**src/rtl/cache_control_fsm.sv**
```systemverilog
// Sequencing FSM for a direct-mapped write-back cache: hit check, dirty victim
// write-back, line fill from physical memory, and all array load enables / mux selects.
module cache_control_fsm #(
  parameter int unsigned S_INDEX  = 3,
  parameter int unsigned WAIT_MAX = 255
) (
  input  logic               clk,
  input  logic               rst_n,
  input  logic               mem_read_i,
  input  logic               mem_write_i,
  input  logic [S_INDEX-1:0] cpu_index_i,
  input  logic               hit_i,
  input  logic               dirty_i,
  input  logic               pmem_resp_i,
  output logic               mem_resp_o,
  output logic               pmem_read_o,
  output logic               pmem_write_o,
  output logic [S_INDEX-1:0] line_index_o,
  output logic               load_data_o,
  output logic               data_sel_o,
  output logic               load_tag_o,
  output logic               load_valid_o,
  output logic               load_dirty_o,
  output logic               dirty_in_o,
  output logic               wb_addr_sel_o,
  output logic               err_o
);

  localparam int unsigned      CNT_W    = (WAIT_MAX < 2) ? 1 : $clog2(WAIT_MAX + 1);
  localparam logic [CNT_W-1:0] CNT_LAST = CNT_W'((WAIT_MAX == 0) ? 0 : WAIT_MAX - 1);
  localparam logic [CNT_W-1:0] CNT_MAX  = '1;
  localparam bit               ABORT_EN = (WAIT_MAX != 0);

  typedef enum logic [1:0] {
    IDLE  = 2'd0,
    CHECK = 2'd1,
    WB    = 2'd2,
    FILL  = 2'd3
  } state_e;

  state_e             state_q, state_d;
  logic [S_INDEX-1:0] line_index_q, line_index_d;
  logic               is_write_q, is_write_d;
  logic [CNT_W-1:0]   cnt_q, cnt_d;
  logic [CNT_W-1:0]   cnt_inc;
  logic               timeout;

  always_ff @(posedge clk or negedge rst_n) begin
    if (!rst_n) begin
      state_q      <= IDLE;
      line_index_q <= '0;
      is_write_q   <= 1'b0;
      cnt_q        <= '0;
    end else begin
      state_q      <= state_d;
      line_index_q <= line_index_d;
      is_write_q   <= is_write_d;
      cnt_q        <= cnt_d;
    end
  end

  // Saturating wait counter; abort fires on the cycle it would reach WAIT_MAX.
  assign cnt_inc = (cnt_q == CNT_MAX) ? cnt_q : cnt_q + CNT_W'(1);
  assign timeout = ABORT_EN && !pmem_resp_i && (cnt_q == CNT_LAST);

  always_comb begin
    state_d       = state_q;
    line_index_d  = line_index_q;
    is_write_d    = is_write_q;
    cnt_d         = cnt_q;
    mem_resp_o    = 1'b0;
    pmem_read_o   = 1'b0;
    pmem_write_o  = 1'b0;
    load_data_o   = 1'b0;
    data_sel_o    = 1'b0;
    load_tag_o    = 1'b0;
    load_valid_o  = 1'b0;
    load_dirty_o  = 1'b0;
    dirty_in_o    = 1'b0;
    wb_addr_sel_o = 1'b0;
    err_o         = 1'b0;

    case (state_q)
      IDLE: begin
        if (mem_read_i || mem_write_i) begin
          line_index_d = cpu_index_i;
          is_write_d   = mem_write_i;
          state_d      = CHECK;
        end
      end
      // Operation is latched at accept so a dropped request still completes cleanly.
      CHECK: begin
        if (hit_i) begin
          mem_resp_o = 1'b1;
          if (is_write_q) begin
            load_data_o  = 1'b1;
            load_dirty_o = 1'b1;
            dirty_in_o   = 1'b1;
          end
          state_d = IDLE;
        end else begin
          cnt_d   = '0;
          state_d = dirty_i ? WB : FILL;
        end
      end
      WB: begin
        pmem_write_o  = 1'b1;
        wb_addr_sel_o = 1'b1;
        if (pmem_resp_i) begin
          cnt_d   = '0;
          state_d = FILL;
        end else if (timeout) begin
          err_o      = 1'b1;
          mem_resp_o = 1'b1;
          state_d    = IDLE;
        end else begin
          cnt_d = cnt_inc;
        end
      end
      FILL: begin
        pmem_read_o = 1'b1;
        if (pmem_resp_i) begin
          load_data_o  = 1'b1;
          data_sel_o   = 1'b1;
          load_tag_o   = 1'b1;
          load_valid_o = 1'b1;
          load_dirty_o = 1'b1;
          state_d      = CHECK;
        end else if (timeout) begin
          err_o      = 1'b1;
          mem_resp_o = 1'b1;
          state_d    = IDLE;
        end else begin
          cnt_d = cnt_inc;
        end
      end
      default: state_d = IDLE;
    endcase
  end

  assign line_index_o = line_index_q;

endmodule
```
**config.mk**
```make
export PLATFORM = sky130hd
export DESIGN_NAME = cache_control_fsm
export DESIGN_NICKNAME = d
export VERILOG_FILES = /design/src/rtl/cache_control_fsm.sv
export SDC_FILE = /design/constraint.sdc
export NUM_CORES = 1
export LEC_CHECK = 0
export BUFFER_PORTS_ARGS = -buffer_cell sky130_fd_sc_hd__clkbuf_2
export CAP_MARGIN = 5
export CORE_AREA = 2 2 53 55
export CTS_BUF_LIST = sky130_fd_sc_hd__clkbuf_4 sky130_fd_sc_hd__clkbuf_8
export CTS_CLUSTER_SIZE = 40
export DETAILED_ROUTE_END_ITERATION = 10
export DIE_AREA = 0 0 55 57
export PLACE_DENSITY = 0.54
export REMOVE_ABC_BUFFERS = 1
export SLEW_MARGIN = 5
export SYNTH_ARGS = -nofsm -noshare
export SYNTH_HDL_FRONTEND = slang
export SYNTH_SLANG_ARGS = --single-unit
```
**constraint.sdc**
```tcl
create_clock -name clk -period 3 [get_ports clk]
set_input_delay 0.45 -clock clk [delete_from_list [all_inputs] [get_ports clk]]
set_output_delay 0.45 -clock clk [all_outputs]
set_load 0.05 [all_outputs]
```
==> results.json, run 1 <==
{
  "maxSlewViolCount": 0,
  "root_buffer": "clkbuf_4",
  "tritoncts": "built",
  "drv_cap": 0,
  "worstPathArrival_ps": 1880,
  "combinationalPowerShare_pct": 57.6,
  "muxShareOfSynthArea_pct": 3.913,
  "worst_slew_pin_slew_ps": 524.3,
  "cts.sinks": 14,
  "end_kind": "primary output",
  "m1WireLength_um": 878,
  "grt_start_max_net_pins": 15,
  "wl_per_cell_um": 12.85,
  "clkSlewWorstSetupHoldPaths_ps": 80,
  "hpwl_mm": 1.407,
  "placed_cells": 142,
  "drive_gt1_share_pct": 30.70,
  "synth-xor-area-share_pct": 0,
  "irDropWorstVdd_v": 0.0006327,
  "stdcell_count": 145,
  "cellPowerDensity_mw_per_mm2": 983.4,
  "io_buffers": 23,
  "cp.required_ps": 2550,
  "drt_wl_total_mm": 1.863,
  "finalSetupTns_ps": 0,
  "design.core.area_mm2": 0.002615,
  "drc": 0,
  "ys_seq_area_share_pct": 40.58,
  "layout_common_cells": "clkbuf_2 (23), dfrtp_1 (14), nand2_1 (9)",
  "setup_viol": 0,
  "fin_skew_ps": 5.267,
  "synth_compound_area_share_pct": 22.90,
  "worst_skew_pair.late_latency_ps": 270,
  "hold_viol": 0,
  "critPathLaunchType": "flop",
  "drtAntennaViolNets": 0,
  "ios": 24,
  "drt-initial-drc-count": 20,
  "die_y_um": 57,
  "vias": 758,
  "final_common_cell": "clkbuf_2",
  "grt_pass1_vias": 781,
  "dr.max_layer_used": "met4",
  "r2r_start": "cnt_q[0]$_DFFE_PN0P_",
  "rsz0062_at_grt": "no",
  "worstHoldPathType": "in2async",
  "start_util_pct": 33.01,
  "cts_resized": 0,
  "cts_max_path_buffers": 2,
  "p_int_mw": 0.4526,
  "synthDistinctLibCells": 35,
  "cts_setup_buffers": 0,
  "place.gp.congestion": 0.8299,
  "track_usage_pct": 14.12,
  "cts_max_level": 1,
  "synth_area_per_cell_um2": 9.088,
  "pwr-share-clk_pct": 10.5,
  "fmax_mhz": 428.8,
  "dr.pass1.iters": 4,
  "met3RoutedLength_um": 78,
  "die_area_mm2": 0.003135,
  "via_per_inst": 5.228,
  "finalCritPeriodShare_pct": 77.73,
  "ys_warn_count": 0,
  "post_synth_fa_ha_maj_area_fraction_pct": 2.899,
  "antenna_found_initial": 0,
  "synth_top_family_by_area": "compound AO/OA/AOI/OAI gates",
  "slew_headroom_pct": 64.67,
  "n_fill_cell": 278,
  "fp.dieW_um": 55,
  "num_rows": 19,
  "dpl_cell_area_um2": 972.2,
  "hold_buffers": 0,
  "synthCells": 95,
  "fin_area_um2": 994.7,
  "grt_overflow": 0,
  "syn_area_um2": 863.3,
  "seqPwrFrac_pct": 31.9,
  "nets": 128,
  "grt_first_pass_wirelength_mm": 3.291,
  "power.leakage_nw": 0.4805,
  "n_antenna_cell": 0,
  "syn2layout_area_growth_pct": 15.22,
  "synth-simple-area-share_pct": 22.75,
  "utilization_pct": 38.04,
  "numCtsBuffers": 3,
  "p_sw_mw": 0.5256,
  "startpoint": "cnt_q[0]$_DFFE_PN0P_",
  "critPathKind": "reg2out",
  "period_needed_ps": 2332,
  "sw_frac_of_total_pct": 53.73,
  "synth-seq-cells": 14,
  "wl_met2_um": 868,
  "status": "finished, final reports clean",
  "worstPathMaxFanout": 7
}
-- critical path, cell delays in order, from the launching register on --
cell and delay (ps):
dfrtp_1 450, inv_1 80, ha_1 160, nand4b_1 200
nor3_1 320, a21o_1 120, clkbuf_2 270
-- registers in the layout, indices dropped and copies added (netlist names) --
register      cells
state_q           2
is_write_q        1
cnt_q             8
line_index_o      3
-- cell usage after synthesis --
cell type / instances / area [µm²]
o31ai_1: 3 / 22.52
nor2_2: 1 / 6.260
nor3_1: 4 / 20.02
nand4b_1: 1 / 8.760
a21oi_2: 1 / 8.760
buf_4: 4 / 30.03
nand3_1: 6 / 30.03
ha_1: 2 / 25.02
a21boi_4: 1 / 18.77
nor2_1: 7 / 26.28
and2_1: 1 / 6.260
or2_2: 1 / 6.260
inv_1: 4 / 15.01
o22a_1: 1 / 8.760
a31oi_1: 1 / 6.260
o21ai_0: 2 / 10.01
o311ai_0: 1 / 8.760
a22o_1: 1 / 8.760
a21o_1: 3 / 22.52
nand2b_2: 1 / 8.760
mux2_2: 3 / 33.78
a21oi_1: 7 / 35.03
a21bo_1: 1 / 10.01
nand4_2: 1 / 12.51
nor2b_1: 1 / 6.260
o22ai_1: 1 / 6.260
buf_2: 3 / 15.01
nand2b_1: 2 / 12.51
dfrtp_1: 14 / 350.3
o21a_1: 1 / 7.510
nand4_1: 1 / 6.260
o221ai_1: 1 / 8.760
o211ai_1: 2 / 15.01
nand2_1: 9 / 33.78
and3_1: 2 / 12.51
-- power groups by stage --
stage	sequential, mW	clock, mW	combinational, mW
floorplan	0.373	0	0.376
global placement	0.312	0	0.562
detailed placement	0.316	0	0.565
CTS	0.312	0.108	0.567
global route	0.326	0.117	0.603
finish	0.312	0.103	0.563
-- metrics by stage --
| step | power (mW) | hold WS (ps) | setup slack, ps |
|---|---|---|---|
| after floorplan | 0.7489 | 154.4 | 175.3 |
| after global placement | 0.8747 | 383.6 | 1042 |
| after detailed placement | 0.8803 | 383.8 | 992.1 |
| after CTS | 0.9870 | 79.65 | 677.8 |
| after global routing | 1.046 | 79.50 | 531.0 |
| final | 0.9782 | 67.32 | 668.1 |
-- layer usage --
layer / GRT usage [%] / up-vias
li1: - / 381
met1: 19.70 / 350
met2: 21.09 / 23
met3: 2.356 / 4
met4: 6.620 / 0
met5: 0 / -
-- final timing paths --
| kind | cells after the start | slack [ps] | to |
|---|---|---|---|
| setup / recovery | 6 | 670 | mem_resp_o |
| hold / removal | 1 | 70 | cnt_q[0]$_DFFE_PN0P_ |
| setup reg to reg | 6 | 1460 | cnt_q[7]$_DFFE_PN0P_ |
| hold reg to reg | 1 | 510 | line_index_o[0]$_DFFE_PN0P_ |
| max in group asynchronous | 1 | 2670 | cnt_q[7]$_DFFE_PN0P_ |
| min in group clk | 2 | 410 | line_index_o[2]$_DFFE_PN0P_ |
-- final cells by class --
cell class                 count  area, µm²  share of cell area, %
sequential                    14      350.3                  35.22
multi-input combinational     70      452.9                  45.53
tap                           31      38.79                  3.899
timing repair buffer          23      115.1                  11.57
clock buffer                   3      22.52                  2.264
inverter                       4      15.01                  1.509
-- cells by family (layout without fill, tap and decap cells) --
logic type | count (synthesis) | in the layout
and+or+nand+nor | 38 | 38
AOI/OAI and AO/OA | 27 | 27
DFF | 14 | 14
buffers and inverters | 11 | 30
muxes | 3 | 3
adders and majority gates | 2 | 2
No activity file was read; power rests on OpenSTA's default activity.
==> run 2, diff against run 1 <==
Settings changed: ABC_AREA set to 1, CORE_AREA 2 2 53 55 to 2 2 55 57, DIE_AREA 0 0 55 57 to 0 0 57 59, PLACE_DENSITY 0.54 to 0.56.
Clock period 3 ns to 1.9 ns, I/O delays scaled along.
==> results.json, run 2 <==
{
  "fmax_mhz": 557.8,
  "power.leakage_nw": 0.6911,
  "root_buffer": "clkbuf_4",
  "synthDistinctLibCells": 22,
  "fp.dieW_um": 57,
  "synth-async-reset-ratio_pct": 100.0,
  "ios": 24,
  "vias": 885,
  "period_needed_ps": 1793,
  "grt_overflow": 0,
  "cts_max_path_buffers": 2,
  "yosysMostFrequentCell": "nand2_1",
  "crit_top_cell": "inv_1",
  "status": "finished, final reports clean",
  "top_register": "cnt_q",
  "holdPathStages": 3,
  "via_per_inst": 4.562,
  "critPathCapture": "mem_resp_o",
  "grt_start_max_net_pins": 15,
  "setup_ws_ps": 107.4,
  "synth.top_cells.by_area": "dfrtp_1 (37%), nand2_1 (19%), inv_1 (8.4%)",
  "cts.sinks": 14,
  "synth-edff-count": 0,
  "drc": 0,
  "grt_first_pass_wirelength_mm": 3.608,
  "critPathSlowestCell": "dfrtp_1",
  "ys_warn_count": 0,
  "startpoint": "cnt_q[0]$_DFFE_PN0P_",
  "synthCells": 135,
  "n_antenna_cell": 0,
  "start_util_pct": 34.81,
  "r2r_start": "cnt_q[0]$_DFFE_PN0P_",
  "largest_reg_flops": 8,
  "drtAntennaViolNets": 0,
  "worst_slew_pin_slew_ps": 426.1,
  "track_usage_pct": 13.89,
  "p_total_mw": 1.874,
  "reg2reg_to": "cnt_q[1]$_DFFE_PN0P_",
  "drt_wl_total_mm": 2.086,
  "syn_area_um2": 943.4,
  "maxSlewViolCount": 0,
  "layout_common_cells": "nand2_1 (49), inv_1 (21), clkbuf_2 (18)",
  "rr_worst_depth": 8,
  "numCtsBuffers": 3,
  "r2r_slack_ps": 390,
  "irDropWorstVdd_v": 0.0009670,
  "cp_slowest_stage_delay_ps": 400,
  "setup_viol": 0,
  "fin_skew_ps": 2.242,
  "synth.largest_area_cell": "dfrtp_1",
  "critPathLaunchType": "flop",
  "hold_viol": 0,
  "synth-main-ff-cell": "dfrtp_1",
  "hpwl_mm": 1.562,
  "synth_area_per_cell_um2": 6.988,
  "multi_input_area_um2": 496.7,
  "wl_per_cell_um": 10.75,
  "worstHoldPathType": "in2reg",
  "end_kind": "primary output",
  "antenna_found_initial": 0,
  "ys_seq_area_share_pct": 37.14,
  "synth-seq-cells": 14,
  "final_common_cell": "nand2_1",
  "slew_headroom_pct": 71.49,
  "synth_common_cells": "nand2_1 (49), inv_1 (21), dfrtp_1 (14)",
  "syn2layout_area_growth_pct": 26.39,
  "drv_cap": 0,
  "cts_max_level": 1,
  "grt_pass1_vias": 833,
  "finalCritPeriodShare_pct": 94.35,
  "n_fill_cell": 292,
  "worstPathMaxFanout": 4,
  "worst_skew_pair.late_latency_ps": 280,
  "path_delay_family": "flip-flops",
  "rsz0062_at_grt": "no",
  "tritoncts": "built",
  "design.core.area_mm2": 0.002710,
  "die_y_um": 59,
  "drt-initial-drc-count": 33,
  "cellPowerDensity_mw_per_mm2": 1572,
  "crit_chain": "inv_1 -> ha_1 -> inv_1 -> nor2_4 -> nand3_4 -> o21ai_2 -> buf_6",
  "nets": 176,
  "regArea_um2": 351.6,
  "place_ws_ps": 185.5,
  "crit_buf_inv": 3,
  "clkSlewWorstSetupHoldPaths_ps": 90,
  "place.gp.congestion": 0.7922,
  "synth.top_cell.area_share_pct": 37.14,
  "num_rows": 19,
  "worstPathArrival_ps": 1510,
  "cp.depth": 7,
  "io_buffers": 23,
  "cp.required_ps": 1620,
  "die_area_mm2": 0.003363,
  "critPathKind": "reg2out",
  "dr.pass1.iters": 4,
  "drive_gt1_share_pct": 30.67
}
[run 2: cell types whose count changed after synthesis, moves of 4 or more]
cell / before / now
inv_1: 4 / 21
nor3_1: 4 / 0
nand2_2: 0 / 4
a21oi_1: 7 / 0
nand2_1: 9 / 49
[run 2: logic make-up (layout without fill, tap and decap cells)]
family | after synthesis | after routing | synth area share [%]
AOI/OAI and AO/OA | 10 | 10 | 6.896
xor gates and xnor gates | 2 | 2 | 1.857
adders and majority gates | 2 | 2 | 2.652
buffers and inverters | 27 | 55 | 12.34
DFF | 14 | 14 | 37.14
and+or+nand+nor | 80 | 80 | 39.12
[run 2: worst min path at each step]
stage | slack (ps) | end | start
CTS | 180 | line_index_o[0]$_DFFE_PN0P_ | cpu_index_i[0]
detailed placement | 220 | cnt_q[7]$_DFFE_PN0P_ | rst_n
finish | 190 | line_index_o[0]$_DFFE_PN0P_ | cpu_index_i[0]
floorplan | -10 | cnt_q[0]$_DFFE_PN0P_ | rst_n
global placement | 220 | cnt_q[7]$_DFFE_PN0P_ | rst_n
global route | 200 | line_index_o[1]$_DFFE_PN0P_ | cpu_index_i[1]
[run 2: metal layers]
metal / wire (µm) / vias up / track usage [%]
met5: 0 / - / 0
met4: 27 / 0 / 5.980
met3: 79 / 4 / 1.965
met2: 926 / 24 / 21.67
met1: 1052 / 392 / 19.29
li1: - / 465 / -
[run 2: area by class of cell]
cell class	instances	share of cell area (%)
timing repair buffer	28	15.11
clock buffer	4	3.043
multi-input combinational	94	41.66
tap	31	3.253
inverter	23	7.450
sequential	14	29.49
[run 2: repair_timing]
item / in CTS / in global routing
hold buffers: 1 / 0
setup buffers: 1 / 3
endpoints found under the setup margin: 4 / 5
resized for setup: 6 / 15
hold endpoints to repair: 14 / 0
pin swaps: 1 / 1
[run 2: through the flow]
| step | cell area, µm² | util (%) | hold slack (ps) | std cells | TNS (ps) |
|---|---|---|---|---|---|
| 2_1_floorplan | 913.4 | - | -10.59 | 131 | -1459 |
| 3_3_place_gp | 1067 | 39.38 | 222.7 | 185 | 0 |
| 3_5_place_dp | 1067 | 39.38 | 220.1 | 185 | 0 |
| 4_1_cts | 1136 | 41.92 | 181.4 | 191 | 0 |
| 5_1_grt | 1192 | 44.00 | 199.4 | 194 | 0 |
| 6_report | 1192 | 44.00 | 188.0 | 194 | 0 |
[run 2: worst min-delay path, stage by stage]
cell and delay (ps):
clkbuf_2 70, nand2_1 40, nand2_1 40
[run 2: report_power, final]
| part | switching, mW | internal (mW) |
|---|---|---|
| sequential | 0.0891 | 0.400 |
| combinational | 0.821 | 0.339 |
| clock | 0.108 | 0.117 |
==> run 3, diff against run 2 <==
==> constraint.sdc (replaced) <==
create_clock -name clk -period 1.9 [get_ports clk]
set_input_delay 0.38 -clock clk [delete_from_list [all_inputs] [get_ports clk]]
set_output_delay 0.38 -clock clk [all_outputs]
set_load 0.05 [all_outputs]
==> results.json, run 3 (synthesized netlist as in run 2, its figures left out) <==
{
  "drive_gt1_share_pct": 35.71,
  "io_buffers": 23,
  "cts.sinks": 14,
  "worst_skew_pair.late_latency_ps": 280,
  "grt.busiest_layer": "met2",
  "seqPwrFrac_pct": 24.6,
  "grt_pass1_vias": 849,
  "tritoncts": "built",
  "final_common_cell": "nand2_1",
  "p_int_mw": 0.9160,
  "clkSlewWorstSetupHoldPaths_ps": 100,
  "drv_cap": 0,
  "drt-initial-drc-count": 21,
  "power.leakage_nw": 0.7224,
  "fin_area_mm2": 0.001279,
  "irDropWorstVdd_v": 0.001088,
  "worstPathMaxFanout": 4,
  "wl_per_cell_um": 11.55,
  "n_antenna_cell": 0,
  "start_util_pct": 34.81,
  "globalRouteMet3Util_pct": 1.965,
  "critPathSlowestCell": "dfrtp_1",
  "critPathCapture": "mem_resp_o",
  "place_ws_ps": 151.6,
  "track_usage_pct": 14.06,
  "slew_headroom_pct": 67.91,
  "fin_skew_ps": 4.771,
  "grt_overflow": 0,
  "ios": 24,
  "pwr-share-clk_pct": 11.2,
  "setup_ws_ps": 12.75,
  "crit_top_cell": "inv_2",
  "period_needed_ps": 1887,
  "rsz0062_at_grt": "yes",
  "sw_frac_of_total_pct": 53.82,
  "p_total_mw": 1.984,
  "maxSlewViolCount": 0,
  "num_rows": 19,
  "r2r_slack_ps": 380,
  "design.core.area_mm2": 0.002710,
  "nets": 181,
  "layout_common_cells": "nand2_1 (49), inv_1 (18), clkbuf_2 (15)",
  "critPathLaunchType": "flop",
  "numCtsBuffers": 3,
  "cp_slowest_stage_delay_ps": 410,
  "dpl_cell_area_mm2": 0.001075,
  "status": "complete, but fails checks",
  "drt_wl_total_mm": 2.299,
  "grtUsageMet1_pct": 18.74,
  "antenna_found_initial": 0,
  "hold_buffers": 0,
  "drc": 0,
  "syn2layout_area_growth_pct": 35.54,
  "die_area_mm2": 0.003363,
  "critPathKind": "reg2out",
  "die_y_um": 59,
  "violations": "hold timing",
  "combinationalPowerShare_pct": 64.1,
  "cts_max_level": 1,
  "p_sw_mw": 1.068,
  "fp.dieW_um": 57,
  "root_buffer": "clkbuf_4",
  "grt_first_pass_wirelength_mm": 3.684,
  "via_per_inst": 4.638,
  "grtUsageMet2_pct": 23.97,
  "worstHoldPathType": "in2async",
  "hold_ws_ps": -7.952,
  "startpoint": "cnt_q[0]$_DFFE_PN0P_",
  "crit_chain": "inv_2 -> ha_4 -> inv_2 -> nor2_4 -> nand3_4 -> o21ai_4 -> buf_8",
  "place.gp.congestion": 0.7931,
  "finalSetupTns_ps": 0,
  "hpwl_mm": 1.590,
  "end_kind": "primary output",
  "fmax_mhz": 529.9,
  "reg2reg_to": "cnt_q[0]$_DFFE_PN0P_",
  "finalCritPeriodShare_pct": 99.33,
  "cts_max_path_buffers": 2,
  "hold_viol": 7,
  "drtAntennaViolNets": 0,
  "rr_worst_depth": 11,
  "grt_start_max_net_pins": 15,
  "dr.pass1.iters": 4,
  "cellPowerDensity_mw_per_mm2": 1551,
  "worst_slew_pin_slew_ps": 479.6,
  "largest_reg_flops": 8,
  "top_register": "cnt_q",
  "r2r_start": "cnt_q[0]$_DFFE_PN0P_",
  "vias": 923,
  "worstPathArrival_ps": 1510,
  "n_fill_cell": 282,
  "setup_viol": 0,
  "cp.required_ps": 1520
}
## run 3: changes by cell type in the layout (fill, tap and decap cells not counted), moves of 2 or more
cell      previous run  this run
buf_4                4        10
buf_6                4         0
buf_8                0         3
clkbuf_2            18        15
clkbuf_4             3         7
inv_1               21        18
inv_2                1         4
o21ai_2              3         1
o21ai_4              0         2
## run 3: power by group through the flow
stage                     Combinational [mW]  Clock (mW)  Sequential, mW
final                                   1.27       0.223           0.488
after global routing                    1.38       0.245           0.506
after CTS                               1.16       0.230           0.478
after detailed placement                1.04           0           0.499
after global placement                  1.03           0           0.494
after floorplan                        0.727           0           0.583
## run 3: metrics by stage
stage               utilization, %  std cells
finish                       47.18        199
global route                 47.18        199
CTS                          43.40        192
detailed placement           39.66        186
global placement             39.66        186
floorplan                        -        131
## run 3: worst min-delay path by stage
stage / start / endpoint / slack (ps) / cells after the start
2_1_floorplan: rst_n / cnt_q[0]$_DFFE_PN0P_ / 80 / 0
3_3_place_gp: rst_n / cnt_q[2]$_DFFE_PN0P_ / 320 / 1
3_5_place_dp: rst_n / cnt_q[1]$_DFFE_PN0P_ / 320 / 1
4_1_cts: rst_n / cnt_q[1]$_DFFE_PN0P_ / 6 / 1
5_1_grt: rst_n / cnt_q[1]$_DFFE_PN0P_ / 20 / 1
6_report: rst_n / cnt_q[1]$_DFFE_PN0P_ / -8 / 1
## run 3: per-layer routing
layer  wire, µm  vias up  part of all wire [%]
li1           -      474                     -
met1       1059      419                    46
met2       1108       26                    48
met3        110        4                   4.8
met4         20        0                  0.87
met5          0        -                     0
## run 3: critical path, delay by kind of cell (launching register included)
family                   cells  cell delay, ps
AND/OR/NAND/NOR              2             220
buffers and inverters        3             280
adder cells (fa/ha/maj)      1             130
AO/OA/AOI/OAI                1             190
flip-flops                   1             410
## run 3: area by class of cell
cell class,instances,area [µm²],share of cell area (%)
inverter,23,88.84,6.947
timing repair buffer,33,239.0,18.69
tap,31,38.79,3.033
clock buffer,4,36.28,2.838
sequential,14,351.6,27.50
multi-input combinational,94,524.3,41.00
## run 3: repair_timing
action	CTS	global route
setup buffers	2	7
endpoints found under the setup margin	5	5
gates resized for setup	13	20
pin swaps	0	4
